**config.mk**
```make
export PLATFORM = sky130hd
export DESIGN_NAME = seq_alu_flat
export DESIGN_NICKNAME = d
export VERILOG_FILES = /design/src/rtl/alu_pkg.sv /design/src/rtl/seq_alu_if.sv /design/src/rtl/alu_core.sv /design/src/rtl/seq_alu.sv /design/src/flat_wrapper.sv
export SDC_FILE = /design/constraint.sdc
export NUM_CORES = 1
export LEC_CHECK = 0
export CAP_MARGIN = 20
export CELL_PAD_IN_SITES_DETAIL_PLACEMENT = 1
export CELL_PAD_IN_SITES_GLOBAL_PLACEMENT = 1
export CORE_UTILIZATION = 44
export CTS_CLUSTER_SIZE = 14
export DETAILED_ROUTE_END_ITERATION = 8
export GPL_TIMING_DRIVEN = 0
export PLACE_DENSITY_LB_ADDON = 0.05
export REMOVE_ABC_BUFFERS = 1
export SLEW_MARGIN = 20
export SYNTH_ARGS = -nofsm -noshare
export SYNTH_HDL_FRONTEND = slang
export SYNTH_SLANG_ARGS = --single-unit
```
**constraint.sdc**
```tcl
create_clock -name clk -period 6.55 [get_ports clk]
set_clock_uncertainty 0.2 [all_clocks]
set_input_delay 1.31 -clock clk [delete_from_list [all_inputs] [get_ports clk]]
set_output_delay 1.31 -clock clk [all_outputs]
set_load 0.01 [all_outputs]
```
**src/rtl/alu_pkg.sv**
```systemverilog
// Shared types and constants for the sequential ALU: op encodings, FSM states
// and the bit positions of the Z/S/C/V status flags.
package alu_pkg;

    typedef enum logic [3:0] {
        OP_NOT  = 4'd0,
        OP_AND  = 4'd1,
        OP_OR   = 4'd2,
        OP_XOR  = 4'd3,
        OP_ADD  = 4'd4,
        OP_ADC  = 4'd5,
        OP_SUB  = 4'd6,
        OP_SBC  = 4'd7,
        OP_INC  = 4'd8,
        OP_DEC  = 4'd9,
        OP_SHL  = 4'd10,
        OP_SHR  = 4'd11,
        OP_ROL  = 4'd12,
        OP_ROR  = 4'd13,
        OP_CMP  = 4'd14,
        OP_PASS = 4'd15
    } op_e;

    typedef enum logic [1:0] {
        IDLE,
        SHIFT,
        DONE
    } state_e;

    localparam int unsigned FLAG_Z = 0;
    localparam int unsigned FLAG_S = 1;
    localparam int unsigned FLAG_C = 2;
    localparam int unsigned FLAG_V = 3;

    function automatic logic is_shift(input op_e op);
        return op inside {OP_SHL, OP_SHR, OP_ROL, OP_ROR};
    endfunction

endpackage

```
**src/rtl/seq_alu_if.sv**
```systemverilog
// Operand/result handshake bundle between the datapath (master) and seq_alu (slave).
interface seq_alu_if #(
    parameter int unsigned WORD_W  = 20,
    parameter int unsigned SHAMT_W = $clog2(WORD_W) + 1
);
    import alu_pkg::*;

    logic               in_valid;
    logic               in_ready;
    op_e                op;
    logic               mode;
    logic [WORD_W-1:0]  a;
    logic [WORD_W-1:0]  b;
    logic [SHAMT_W-1:0] shamt;
    logic               flag_load;
    logic [3:0]         flag_in;
    logic               out_valid;
    logic               out_ready;
    logic [WORD_W-1:0]  result;
    logic [3:0]         flags;

    modport master (
        output in_valid, op, mode, a, b, shamt, flag_load, flag_in, out_ready,
        input  in_ready, out_valid, result, flags
    );

    modport slave (
        input  in_valid, op, mode, a, b, shamt, flag_load, flag_in, out_ready,
        output in_ready, out_valid, result, flags
    );

endinterface

```
**src/rtl/alu_core.sv**
```systemverilog
// Combinational ALU step: full single-cycle ops, or one bit of a shift/rotate,
// at active width WORD_W or HALF_W. Produces the next result and next flags.
module alu_core
    import alu_pkg::*;
#(
    parameter int unsigned WORD_W = 20,
    parameter int unsigned HALF_W = WORD_W / 2
) (
    input  op_e               i_op,
    input  logic              i_mode,
    input  logic [WORD_W-1:0] i_a,
    input  logic [WORD_W-1:0] i_b,
    input  logic              i_cin,
    input  logic [3:0]        i_flags,
    input  logic              i_shift_en,
    output logic [WORD_W-1:0] o_result,
    output logic [3:0]        o_flags
);

    localparam logic [WORD_W-1:0] ONE = {{(WORD_W-1){1'b0}}, 1'b1};

    logic [WORD_W-1:0] w_mask;
    logic [WORD_W-1:0] w_top;
    logic [WORD_W-1:0] w_a;
    logic [WORD_W-1:0] w_b;
    logic [WORD_W-1:0] w_opb;
    logic [WORD_W-1:0] w_res;
    logic [WORD_W-1:0] w_zs;
    logic [WORD_W:0]   w_ext;
    logic              w_ci;
    logic              w_out;
    logic [3:0]        w_flg;

    function automatic logic msb(input logic [WORD_W-1:0] v, input logic m);
        return m ? v[WORD_W-1] : v[HALF_W-1];
    endfunction

    assign w_mask = i_mode ? '1 : {{(WORD_W-HALF_W){1'b0}}, {HALF_W{1'b1}}};
    assign w_top  = w_mask & ~(w_mask >> 1);
    assign w_a    = i_a & w_mask;
    assign w_b    = i_b & w_mask;

    always_comb begin
        w_res = w_a;
        w_zs  = w_a;
        w_opb = w_b;
        w_ci  = 1'b0;
        w_ext = '0;
        w_out = 1'b0;
        w_flg = i_flags;
        case (i_op)
            OP_NOT: w_res = ~w_a & w_mask;
            OP_AND: w_res = w_a & w_b;
            OP_OR:  w_res = w_a | w_b;
            OP_XOR: w_res = w_a ^ w_b;
            OP_ADD, OP_ADC, OP_INC: begin
                if (i_op == OP_INC) w_opb = ONE;
                w_ci  = (i_op == OP_ADC) ? i_cin : 1'b0;
                w_ext = {1'b0, w_a} + {1'b0, w_opb} + {{WORD_W{1'b0}}, w_ci};
                w_res = w_ext[WORD_W-1:0] & w_mask;
                w_flg[FLAG_C] = i_mode ? w_ext[WORD_W] : w_ext[HALF_W];
                w_flg[FLAG_V] = (msb(w_a, i_mode) == msb(w_opb, i_mode)) &&
                                (msb(w_res, i_mode) != msb(w_a, i_mode));
            end
            OP_SUB, OP_SBC, OP_DEC, OP_CMP: begin
                if (i_op == OP_DEC) w_opb = ONE;
                w_ci  = (i_op == OP_SBC) ? i_cin : 1'b0;
                // Wraps negative in WORD_W+1 bits, so bit W is the borrow.
                w_ext = {1'b0, w_a} - {1'b0, w_opb} - {{WORD_W{1'b0}}, w_ci};
                w_res = w_ext[WORD_W-1:0] & w_mask;
                w_flg[FLAG_C] = i_mode ? w_ext[WORD_W] : w_ext[HALF_W];
                w_flg[FLAG_V] = (msb(w_a, i_mode) != msb(w_opb, i_mode)) &&
                                (msb(w_res, i_mode) != msb(w_a, i_mode));
                if (i_op == OP_CMP) begin
                    w_zs  = w_res;
                    w_res = w_a;
                end
            end
            OP_SHL, OP_SHR, OP_ROL, OP_ROR: begin
                if (i_shift_en) begin
                    if (i_op == OP_SHL || i_op == OP_ROL) begin
                        w_out = msb(w_a, i_mode);
                        w_res = ((w_a << 1) | ((i_op == OP_ROL && w_out) ? ONE : '0)) & w_mask;
                    end else begin
                        w_out = w_a[0];
                        w_res = (w_a >> 1) | ((i_op == OP_ROR && w_out) ? w_top : '0);
                    end
                    w_flg[FLAG_C] = w_out;
                end
            end
            default: ;
        endcase
        if (i_op != OP_CMP) w_zs = w_res;
        w_flg[FLAG_Z] = (w_zs == '0);
        w_flg[FLAG_S] = msb(w_zs, i_mode);
    end

    assign o_result = w_res;
    assign o_flags  = w_flg;

endmodule

```
**src/rtl/seq_alu.sv**
```systemverilog
// Handshaked sequential ALU: accepts operands in IDLE, iterates variable shifts
// one bit per clock in SHIFT, and holds result/status in DONE until consumed.
module seq_alu
    import alu_pkg::*;
#(
    parameter int unsigned WORD_W  = 20,
    parameter int unsigned HALF_W  = WORD_W / 2,
    parameter int unsigned SHAMT_W = $clog2(WORD_W) + 1
) (
    input  logic      clk,
    input  logic      rst_n,
    seq_alu_if.slave  bus
);

    state_e             r_state;
    state_e             w_next;
    op_e                r_op;
    logic               r_mode;
    logic [WORD_W-1:0]  r_a;
    logic [WORD_W-1:0]  r_b;
    logic               r_cin;
    logic [SHAMT_W-1:0] r_cnt;
    logic [WORD_W-1:0]  r_result;
    logic [3:0]         r_flags;

    logic               w_in_ready;
    logic               w_out_valid;
    logic               w_accept;
    op_e                w_c_op;
    logic               w_c_mode;
    logic [WORD_W-1:0]  w_c_a;
    logic [WORD_W-1:0]  w_c_b;
    logic               w_c_cin;
    logic               w_c_shift;
    logic [WORD_W-1:0]  w_res;
    logic [3:0]         w_flg;

    assign w_accept = (r_state == IDLE) && bus.in_valid && !bus.flag_load;

    always_ff @(posedge clk or negedge rst_n) begin
        if (!rst_n) r_state <= IDLE;
        else        r_state <= w_next;
    end

    always_comb begin
        w_next      = r_state;
        w_in_ready  = 1'b0;
        w_out_valid = 1'b0;
        case (r_state)
            IDLE: begin
                w_in_ready = !bus.flag_load;
                if (w_accept)
                    w_next = (is_shift(bus.op) && bus.shamt != '0) ? SHIFT : DONE;
            end
            SHIFT: begin
                if (r_cnt <= SHAMT_W'(1)) w_next = DONE;
            end
            DONE: begin
                w_out_valid = 1'b1;
                if (bus.out_ready) w_next = IDLE;
            end
            default: w_next = IDLE;
        endcase
    end

    // Single-cycle ops complete on the accept edge, so the core sees the bus directly in IDLE.
    always_comb begin
        if (r_state == IDLE) begin
            w_c_op    = bus.op;
            w_c_mode  = bus.mode;
            w_c_a     = bus.a;
            w_c_b     = bus.b;
            w_c_cin   = r_flags[FLAG_C];
            w_c_shift = 1'b0;
        end else begin
            w_c_op    = r_op;
            w_c_mode  = r_mode;
            w_c_a     = r_a;
            w_c_b     = r_b;
            w_c_cin   = r_cin;
            w_c_shift = (r_state == SHIFT);
        end
    end

    alu_core #(
        .WORD_W (WORD_W),
        .HALF_W (HALF_W)
    ) u_core (
        .i_op       (w_c_op),
        .i_mode     (w_c_mode),
        .i_a        (w_c_a),
        .i_b        (w_c_b),
        .i_cin      (w_c_cin),
        .i_flags    (r_flags),
        .i_shift_en (w_c_shift),
        .o_result   (w_res),
        .o_flags    (w_flg)
    );

    always_ff @(posedge clk or negedge rst_n) begin
        if (!rst_n) begin
            r_op     <= OP_NOT;
            r_mode   <= 1'b0;
            r_a      <= '0;
            r_b      <= '0;
            r_cin    <= 1'b0;
            r_cnt    <= '0;
            r_result <= '0;
            r_flags  <= '0;
        end else begin
            case (r_state)
                IDLE: begin
                    if (bus.flag_load) begin
                        r_flags <= bus.flag_in;
                    end else if (bus.in_valid) begin
                        r_op   <= bus.op;
                        r_mode <= bus.mode;
                        r_a    <= bus.a;
                        r_b    <= bus.b;
                        r_cin  <= r_flags[FLAG_C];
                        r_cnt  <= bus.shamt;
                        if (w_next == DONE) begin
                            r_result <= w_res;
                            r_flags  <= w_flg;
                        end
                    end
                end
                SHIFT: begin
                    r_a   <= w_res;
                    r_cnt <= r_cnt - SHAMT_W'(1);
                    if (w_next == DONE) begin
                        r_result <= w_res;
                        r_flags  <= w_flg;
                    end
                end
                default: ;
            endcase
        end
    end

    assign bus.in_ready  = w_in_ready;
    assign bus.out_valid = w_out_valid;
    assign bus.result    = r_result;
    assign bus.flags     = r_flags;

endmodule

```
**src/flat_wrapper.sv**
```systemverilog
// flat-port wrapper written by rule: the top's interface ports become plain ports
module seq_alu_flat import alu_pkg::*;
#(
    parameter int unsigned WORD_W  = 20,
    parameter int unsigned HALF_W  = WORD_W / 2,
    parameter int unsigned SHAMT_W = $clog2(WORD_W) + 1
)
  (clk, rst_n, bus_in_valid, bus_op, bus_mode, bus_a, bus_b, bus_shamt, bus_flag_load, bus_flag_in, bus_out_ready, bus_in_ready, bus_out_valid, bus_result, bus_flags);
  seq_alu_if #(.WORD_W(WORD_W), .SHAMT_W(SHAMT_W)) bus_i ();
  input  logic clk;
  input  logic rst_n;
  input wire logic [$bits(bus_i.in_valid)-1:0] bus_in_valid;
  input wire logic [$bits(bus_i.op)-1:0] bus_op;
  input wire logic [$bits(bus_i.mode)-1:0] bus_mode;
  input wire logic [$bits(bus_i.a)-1:0] bus_a;
  input wire logic [$bits(bus_i.b)-1:0] bus_b;
  input wire logic [$bits(bus_i.shamt)-1:0] bus_shamt;
  input wire logic [$bits(bus_i.flag_load)-1:0] bus_flag_load;
  input wire logic [$bits(bus_i.flag_in)-1:0] bus_flag_in;
  input wire logic [$bits(bus_i.out_ready)-1:0] bus_out_ready;
  output wire logic [$bits(bus_i.in_ready)-1:0] bus_in_ready;
  output wire logic [$bits(bus_i.out_valid)-1:0] bus_out_valid;
  output wire logic [$bits(bus_i.result)-1:0] bus_result;
  output wire logic [$bits(bus_i.flags)-1:0] bus_flags;
  assign bus_i.in_valid = bus_in_valid;
  assign bus_i.op = bus_op;
  assign bus_i.mode = bus_mode;
  assign bus_i.a = bus_a;
  assign bus_i.b = bus_b;
  assign bus_i.shamt = bus_shamt;
  assign bus_i.flag_load = bus_flag_load;
  assign bus_i.flag_in = bus_flag_in;
  assign bus_i.out_ready = bus_out_ready;
  assign bus_in_ready = bus_i.in_ready;
  assign bus_out_valid = bus_i.out_valid;
  assign bus_result = bus_i.result;
  assign bus_flags = bus_i.flags;
  seq_alu #(.WORD_W(WORD_W), .HALF_W(HALF_W), .SHAMT_W(SHAMT_W)) u_core (.clk(clk), .rst_n(rst_n), .bus(bus_i));
endmodule
```
# ---- After elaboration in Yosys (flattened, before gate mapping)
# Index checks and enable logic that the tools add are counted.
dict set report totals {
  reg_bits 78
  in_bits 60
  wordCells 135
}
dict set report classes {
  addsub 5
  order_cmp 1
  n_eq_ne 29
  mux 55
  bitwise_logic 15
  n_reduce_logical 21
}
# cell n
set ops {}
lappend ops {{20-bit two-way mux} 19}
lappend ops {{20-bit bitwise AND} 8}
lappend ops {{20-bit case mux with 7 select lines} 1}
lappend ops {{20-bit case mux with 2 select lines} 2}
lappend ops {{4-bit equality test, second input constant} 11}
lappend ops {{20-bit by 20-bit adder with 21-bit output} 1}
lappend ops {{21-bit by 1-bit adder with 21-bit output} 1}
lappend ops {{20-bit by 20-bit subtractor with 21-bit output} 1}
lappend ops {{21-bit by 1-bit subtractor with 21-bit output} 1}
lappend ops {{20-bit logical NOT} 1}
lappend ops {{19-bit NOT with 20-bit output} 1}
lappend ops {{20-bit NOT} 1}
lappend ops {{19-bit by 20-bit bitwise OR with 20-bit output} 1}
lappend ops {{20-bit by 1-bit bitwise OR with 20-bit output} 1}
lappend ops {{20-bit bitwise OR} 1}
lappend ops {{20-bit bitwise XOR} 1}
lappend ops {{1-bit two-way mux} 18}
lappend ops {{4-bit by 3-bit equality test with 1-bit output, second input constant} 4}
lappend ops {{4-bit two-way mux} 4}
lappend ops {{6-bit two-way mux} 2}
lappend ops {{6-bit case mux with 2 select lines} 1}
lappend ops {{4-bit by 2-bit equality test with 1-bit output, second input constant} 2}
lappend ops {{2-bit two-way mux} 4}
lappend ops {{4-bit case mux with 2 select lines} 1}
lappend ops {{other kinds (26)} 38}

# ---- Depth between registers and ports, before layout
dict set report depth {
  word_depth 18
  depth_mapped 25
  mapped_depth_nobuf 18
}

# ---- Cells and area by module
# Synthesis repeated with hierarchy kept, for this count alone.
dict set report hier_totals {
  hier_cells 1230
  hier_area_um2 9527.9
}
# module n_inst cells_per_inst area_each_um2
set by_module_without_submodules {}
lappend by_module_without_submodules {alu_core 1 867 5680.4}
lappend by_module_without_submodules {seq_alu 1 363 3847.4}

# ---- Worst setup path before layout
# OpenSTA, ideal clock, no wires.
dict set report synth_path {
  path_type {input to register}
  from {input port bus_op[1]}
  to {register u_core.r_a[16]}
  setup_ps 125
  t_arrival_ps 5445
  slack_ps 780
  cell_stages 19
  n_path_buf 3
  path_cell_list {buf_2 > or4_1 > o31ai_1 > clkbuf_1 > nor2b_1 > clkbuf_1 > nand2b_1 > fa_1 > fa_1 > a211oi_1 > o211a_1 > o31a_1 > o311ai_0 > xnor2_1 > o21ai_0 > a221o_1 > o221ai_1 > o21ai_0 > mux2_2}
}
dict set report synth_via {
  elab_chain_len 10
  elab_cells_between_ends 40
  classes_between {add/sub: 4; eq/ne: 14; mux: 13; bitwise: 3; reduce/logical: 6}
}
# element line
set synth_rtl {}
lappend synth_rtl {{start, declared} flat_wrapper.sv:13} ;# input wire logic [$bits(bus_i.op)-1:0] bus_op;
lappend synth_rtl {{4-bit two-way mux (*)} seq_alu.sv:68} ;# if (r_state == IDLE) begin
lappend synth_rtl {{4-bit equality test} -}
lappend synth_rtl {{20-bit two-way mux} alu_core.sv:66} ;# if (i_op == OP_DEC) w_opb = ONE;
lappend synth_rtl {{20-bit two-way mux} alu_core.sv:51} ;# case (i_op)
lappend synth_rtl {{20-bit by 20-bit subtractor with 21-bit output} alu_core.sv:69} ;# w_ext = {1'b0, w_a} - {1'b0, w_opb} - {{WORD_W{1'b0}}, w_ci};
lappend synth_rtl {{21-bit by 1-bit subtractor with 21-bit output} alu_core.sv:69}
lappend synth_rtl {{20-bit bitwise AND} alu_core.sv:70} ;# w_res = w_ext[WORD_W-1:0] & w_mask;
lappend synth_rtl {{20-bit two-way mux} alu_core.sv:74} ;# if (i_op == OP_CMP) begin
lappend synth_rtl {{20-bit case mux with 7 select lines (*)} alu_core.sv:51}
lappend synth_rtl {{20-bit case mux with 2 select lines (*)} seq_alu.sv:111} ;# case (r_state)
lappend synth_rtl {{end signal, assigned} seq_alu.sv:118} ;# r_a <= bus.a;
lappend synth_rtl {{end signal, assigned} seq_alu.sv:129} ;# r_a <= w_res;
lappend synth_rtl {{end, declared} seq_alu.sv:19} ;# logic [WORD_W-1:0] r_a;
# Mark *: on every way between the ends. The rest lies on a longest branch, timed or not. The select of a mux whose other input is x is not followed.
# A chain may end at the register's enable or synchronous reset.

# ---- Worst setup path in the final report
dict set report layout_path {
  from {input port bus_op[1]}
  to {register u_core.r_flags[1] (netlist: u_core.bus.flags[1])}
}
dict set report layout_via {
  elab_chain_len 15
  elab_cells_between_ends 58
  classes_between {add/sub: 4; eq/ne: 20; mux: 23; bitwise: 3; reduce/logical: 8}
}
# element line
set layout_rtl {}
lappend layout_rtl {{4-bit two-way mux} seq_alu.sv:68}
lappend layout_rtl {{4-bit equality test} -}
lappend layout_rtl {{20-bit two-way mux} alu_core.sv:66}
lappend layout_rtl {{20-bit two-way mux} alu_core.sv:51}
lappend layout_rtl {{20-bit by 20-bit subtractor with 21-bit output} alu_core.sv:69}
lappend layout_rtl {{21-bit by 1-bit subtractor with 21-bit output} alu_core.sv:69}
lappend layout_rtl {{20-bit bitwise AND} alu_core.sv:70}
lappend layout_rtl {{20-bit two-way mux} alu_core.sv:74}
lappend layout_rtl {{20-bit case mux with 7 select lines or 20-bit two-way mux (tied branches)} alu_core.sv:51}
lappend layout_rtl {{20-bit two-way mux} alu_core.sv:93} ;# if (i_op != OP_CMP) w_zs = w_res;
lappend layout_rtl {{1-bit two-way mux} alu_core.sv:35} ;# return m ? v[WORD_W-1] : v[HALF_W-1];
lappend layout_rtl {{4-bit two-way mux (*)} {seq_alu.sv:122, seq_alu.sv:131}}
lappend layout_rtl {{4-bit two-way mux} seq_alu.sv:115} ;# end else if (bus.in_valid) begin
lappend layout_rtl {{4-bit two-way mux} seq_alu.sv:113} ;# if (bus.flag_load) begin
lappend layout_rtl {{4-bit case mux with 2 select lines (*)} seq_alu.sv:111}
lappend layout_rtl {{end signal, assigned} seq_alu.sv:114} ;# r_flags <= bus.flag_in;
lappend layout_rtl {{end signal, assigned} seq_alu.sv:124} ;# r_flags <= w_flg;
lappend layout_rtl {{end signal, assigned} seq_alu.sv:133} ;# r_flags <= w_flg;
lappend layout_rtl {{end, declared} seq_alu.sv:24} ;# logic [3:0] r_flags;
# Marked as above.

==> results <==
- Setup violations remaining at the end of the flow were counted as 0.
- Synthesis handed over a netlist of 1282 instances.
- The layout-stage area growth over the synthesis result is 15.5%.
- The number of sinks driven by the clock tree is 78.
- The number of antenna cells inserted is 0.
- The run finished with clean final reports.
- The via count of the first global-routing pass is 10100.
- For this run, asynchronously set or reset flops after synthesis account for 100%.
- The worst pin sits at a relative slew slack of 14.8%.
- The complex-gate fraction of the synthesized area is 27.2%.
- The slew of the pin with the lowest slew margin is 1270 ps.
- The detailed router finished its first iteration with 864 violations.
- The adder and majority gate portion of the synthesized area is 13.3%.
- The total iterations of the first detailed-routing run is 7.
- The xor/xnor cell area share of the yosys netlist is 2.34%.
- The wire-length estimate of the detail-placed layout is 28500 µm.
- The initial core utilization is 44.7%.
- The total count of hold-check failures in the final report came to 0.
- The buffer depth of the longest clock path is 2.
- The first global-routing pass estimated 58500 µm of wire.
- Routability-driven placement finished with a final weighted congestion of 0.944.
- The synthesized area divided by synthesized cell count is 7.59 µm².
- TritonCTS built the clock tree.
- Timing would allow up to 0.157 GHz.
- The worst setup path is launched from an input pin.
- The post-layout instance count excluding filler cells is 1599.
- The die span in x is 151 µm.
- The area of all placed cells without fillers is 11200 µm².
- In this run the biggest area consumer among cell types represents 20.1% of the synthesized area.
- The area of the core is 21800 µm².
- The share of the Yosys chip area taken by registers is 20.1%.
- In the synthesized netlist the dominant register cell turns out to be sky130_fd_sc_hd__dfrtp_1.
- The maximum level of the CTS H-tree is 3.
- The worst path uses 97.5% of the clock period.
- Clock latency on the worst-skew pair, taken at its later pin, is 350 ps.
- The commonest cells after synthesis are 178 x sky130_fd_sc_hd__nand2_1, 122 x sky130_fd_sc_hd__nor2_1, 97 x sky130_fd_sc_hd__ha_1.
- The tree is rooted in a sky130_fd_sc_hd__clkbuf_16.
- The portion of synthesized area spent on multiplexers is 9.04%.
- The average routed wire per standard cell is 23.8 µm.
- The number of I/O port buffers is 85.
- For this run, design rule violations remaining after detail routing come to 0.
- In this run the worst path has a maximum fanout of 14.
- Entering global routing, the biggest net connects 65 pins.
- The required time of the critical path is 6550 ps.
- The dominant combinational cell family by area after synthesis is compound AO/OA/AOI/OAI gates.
- The total overflow left after global routing is 0.
- The remaining antenna violation count is 0.
- By area the synthesized netlist is led by sky130_fd_sc_hd__dfrtp_1 20%, sky130_fd_sc_hd__ha_1 12%, sky130_fd_sc_hd__nand2_1 6.9%, sky130_fd_sc_hd__mux2_2 4.9%, sky130_fd_sc_hd__nor2_1 4.7%.
- By startpoint and endpoint, the worst setup path is classified as input pin to flip-flop.
- The total number of vias is 10300.
- The area share of and/or/nand/nor cells after synthesis is 20.5%.
- In this run, post-CTS hold repair placed 0 buffers.
- From bottom edge to top edge, the die measures 151 µm.
- The path class of the lowest-slack min-delay path is flip-flop to flip-flop.
- The endpoint class of the critical path is a flip-flop.
- Summed over all instances, the cell type with the most area after synthesis is sky130_fd_sc_hd__dfrtp_1.
- Synthesis inferred 78 register bits.
- For this design the top-level I/O count stands at 86.
- The cell area after technology mapping is 9730 µm².
- In this run the cell area measured after placement is 10800 µm².
- The arrival time of data at the critical path endpoint is 6380 ps.
- During synthesis, Yosys emitted a total of 0 warnings.
- Using the TritonRoute via totals, the vias-per-cell ratio works out to 6.44.
- The number of placed instances, taps included, is 1579.
- The total CTS buffers is 9.
- The clock-pin slew on the worst setup and hold paths is 60 ps.
- Adding up every negative setup slack in the final design gives 0 ps.
- The smallest clock period supported by the final layout is computed as 6390 ps.
- The synthesized netlist contains 90 unique library cells.
- The initial antenna violation count is 0.
- sky130_fd_sc_hd__nand2_1 is the most common cell in the netlist.
- The total routing resource utilization after global routing is 34.0%.
- The net count of the finished layout is 1476.
- The count of cells along the worst hold path is 2.
- For the worst flop-to-flop path, the logic depth is 17.
- Hold timing on the final database bottoms out at a slack of 280 ps.
- The fraction of layout cells with a size suffix above 1 is 9.02%.
- In this run, synthesis inferred 0 flip-flops with an integrated enable.
- Setup repair after global routing could not meet its margin everywhere.
- The die covers 22700 µm².
- The number of maximum-capacitance violations is 0.
- The routed design has 38000 µm of wire.
- The count of standard-cell rows is 54.
- The count of final max-slew check failures is 0.
-- critical path: stages --
cell	delay [ps]
sky130_fd_sc_hd__clkdlybuf4s50_1	620
sky130_fd_sc_hd__or4_1	660
sky130_fd_sc_hd__o31ai_4	240
sky130_fd_sc_hd__nor2b_4	340
sky130_fd_sc_hd__buf_8	190
sky130_fd_sc_hd__nor2_1	70
sky130_fd_sc_hd__ha_1	400
sky130_fd_sc_hd__a2111oi_0	400
sky130_fd_sc_hd__o21ai_1	270
sky130_fd_sc_hd__nand3_1	170
sky130_fd_sc_hd__nand3_1	150
sky130_fd_sc_hd__o31ai_1	450
sky130_fd_sc_hd__xnor2_1	170
sky130_fd_sc_hd__a22o_1	260
sky130_fd_sc_hd__o22ai_1	390
sky130_fd_sc_hd__o21a_1	210
sky130_fd_sc_hd__o31ai_1	70
-- cell usage in the layout, fill, tap and decap left out, drive strengths merged, types with 16 or more instances in the layout --
master           n
mux2i           38
nand3           28
a211oi          18
xnor2           16
a21oi           87
dfrtp           78
mux2            43
clkdlybuf4s50   84
nand2          179
buf             17
o21ai           92
nor3            21
ha              97
nor2           125
o211ai          18
o21a            19
inv             91
a31oi           17
-- cell families after synthesis --
kind of cell | after synthesis
simple gates | 436
mux | 81
xor+xnor | 26
fa+ha+maj | 101
buf+inv | 170
flops | 78
compound gates | 390
-- worst paths after layout --
check	from	slack, ps	endpoint
max	bus_op[1]	160	u_core.bus.flags[1]
min	u_core.bus.result[19]	280	u_core.bus.result[19]
max reg2reg	u_core.r_state[0]	270	u_core.bus.flags[0]
min reg2reg	u_core.bus.result[19]	280	u_core.bus.result[19]
max in group asynchronous	rst_n	4820	u_core.r_state[1]
min in group asynchronous	rst_n	690	u_core.bus.result[13]
-- sequential cells by signal (all words and copies together), names as in the netlist --
name	count
u_core.r_b	20
u_core.r_state	2
u_core.r_a	20
u_core.r_cnt	6
u_core.bus.result	20
u_core.r_cin	1
u_core.r_op	4
u_core.r_mode	1
u_core.bus.flags	4
-- routing by layer --
layer	GRT usage (%)	vias to the layer above	wire length, µm
li1	-	4701	-
met1	47.1	5078	17000
met2	53.0	422	16800
met3	4.76	98	2870
met4	13.0	0	1310
met5	0	-	0
-- layout make-up --
type | count | area (µm²)
fillers | 2708 | 10500
multi-input cells | 1034 | 7190
flip-flops and latches | 78 | 1950
repair buffers | 101 | 1120
well taps | 280 | 350
inverters | 91 | 342
clock buffers | 11 | 243
clock inverters | 4 | 47.5
-- repair_timing --
action / in CTS / in global routing
resized for setup: 8 / 7
setup endpoints to repair: 8 / 15
pin swaps: 0 / 1
setup buffers: 0 / 5
-- metrics by stage --
stage	util, %	setup WS (ps)
final	51.7	164
after global routing	51.7	-34.6
after CTS	51.3	1.82
after detailed placement	49.8	-858
after global placement	48.4	-2720
after floorplan	-	169
Power is left out: the tool's default activity adds up to more than one toggle a clock period on the data nets, which glitch-free logic cannot reach.
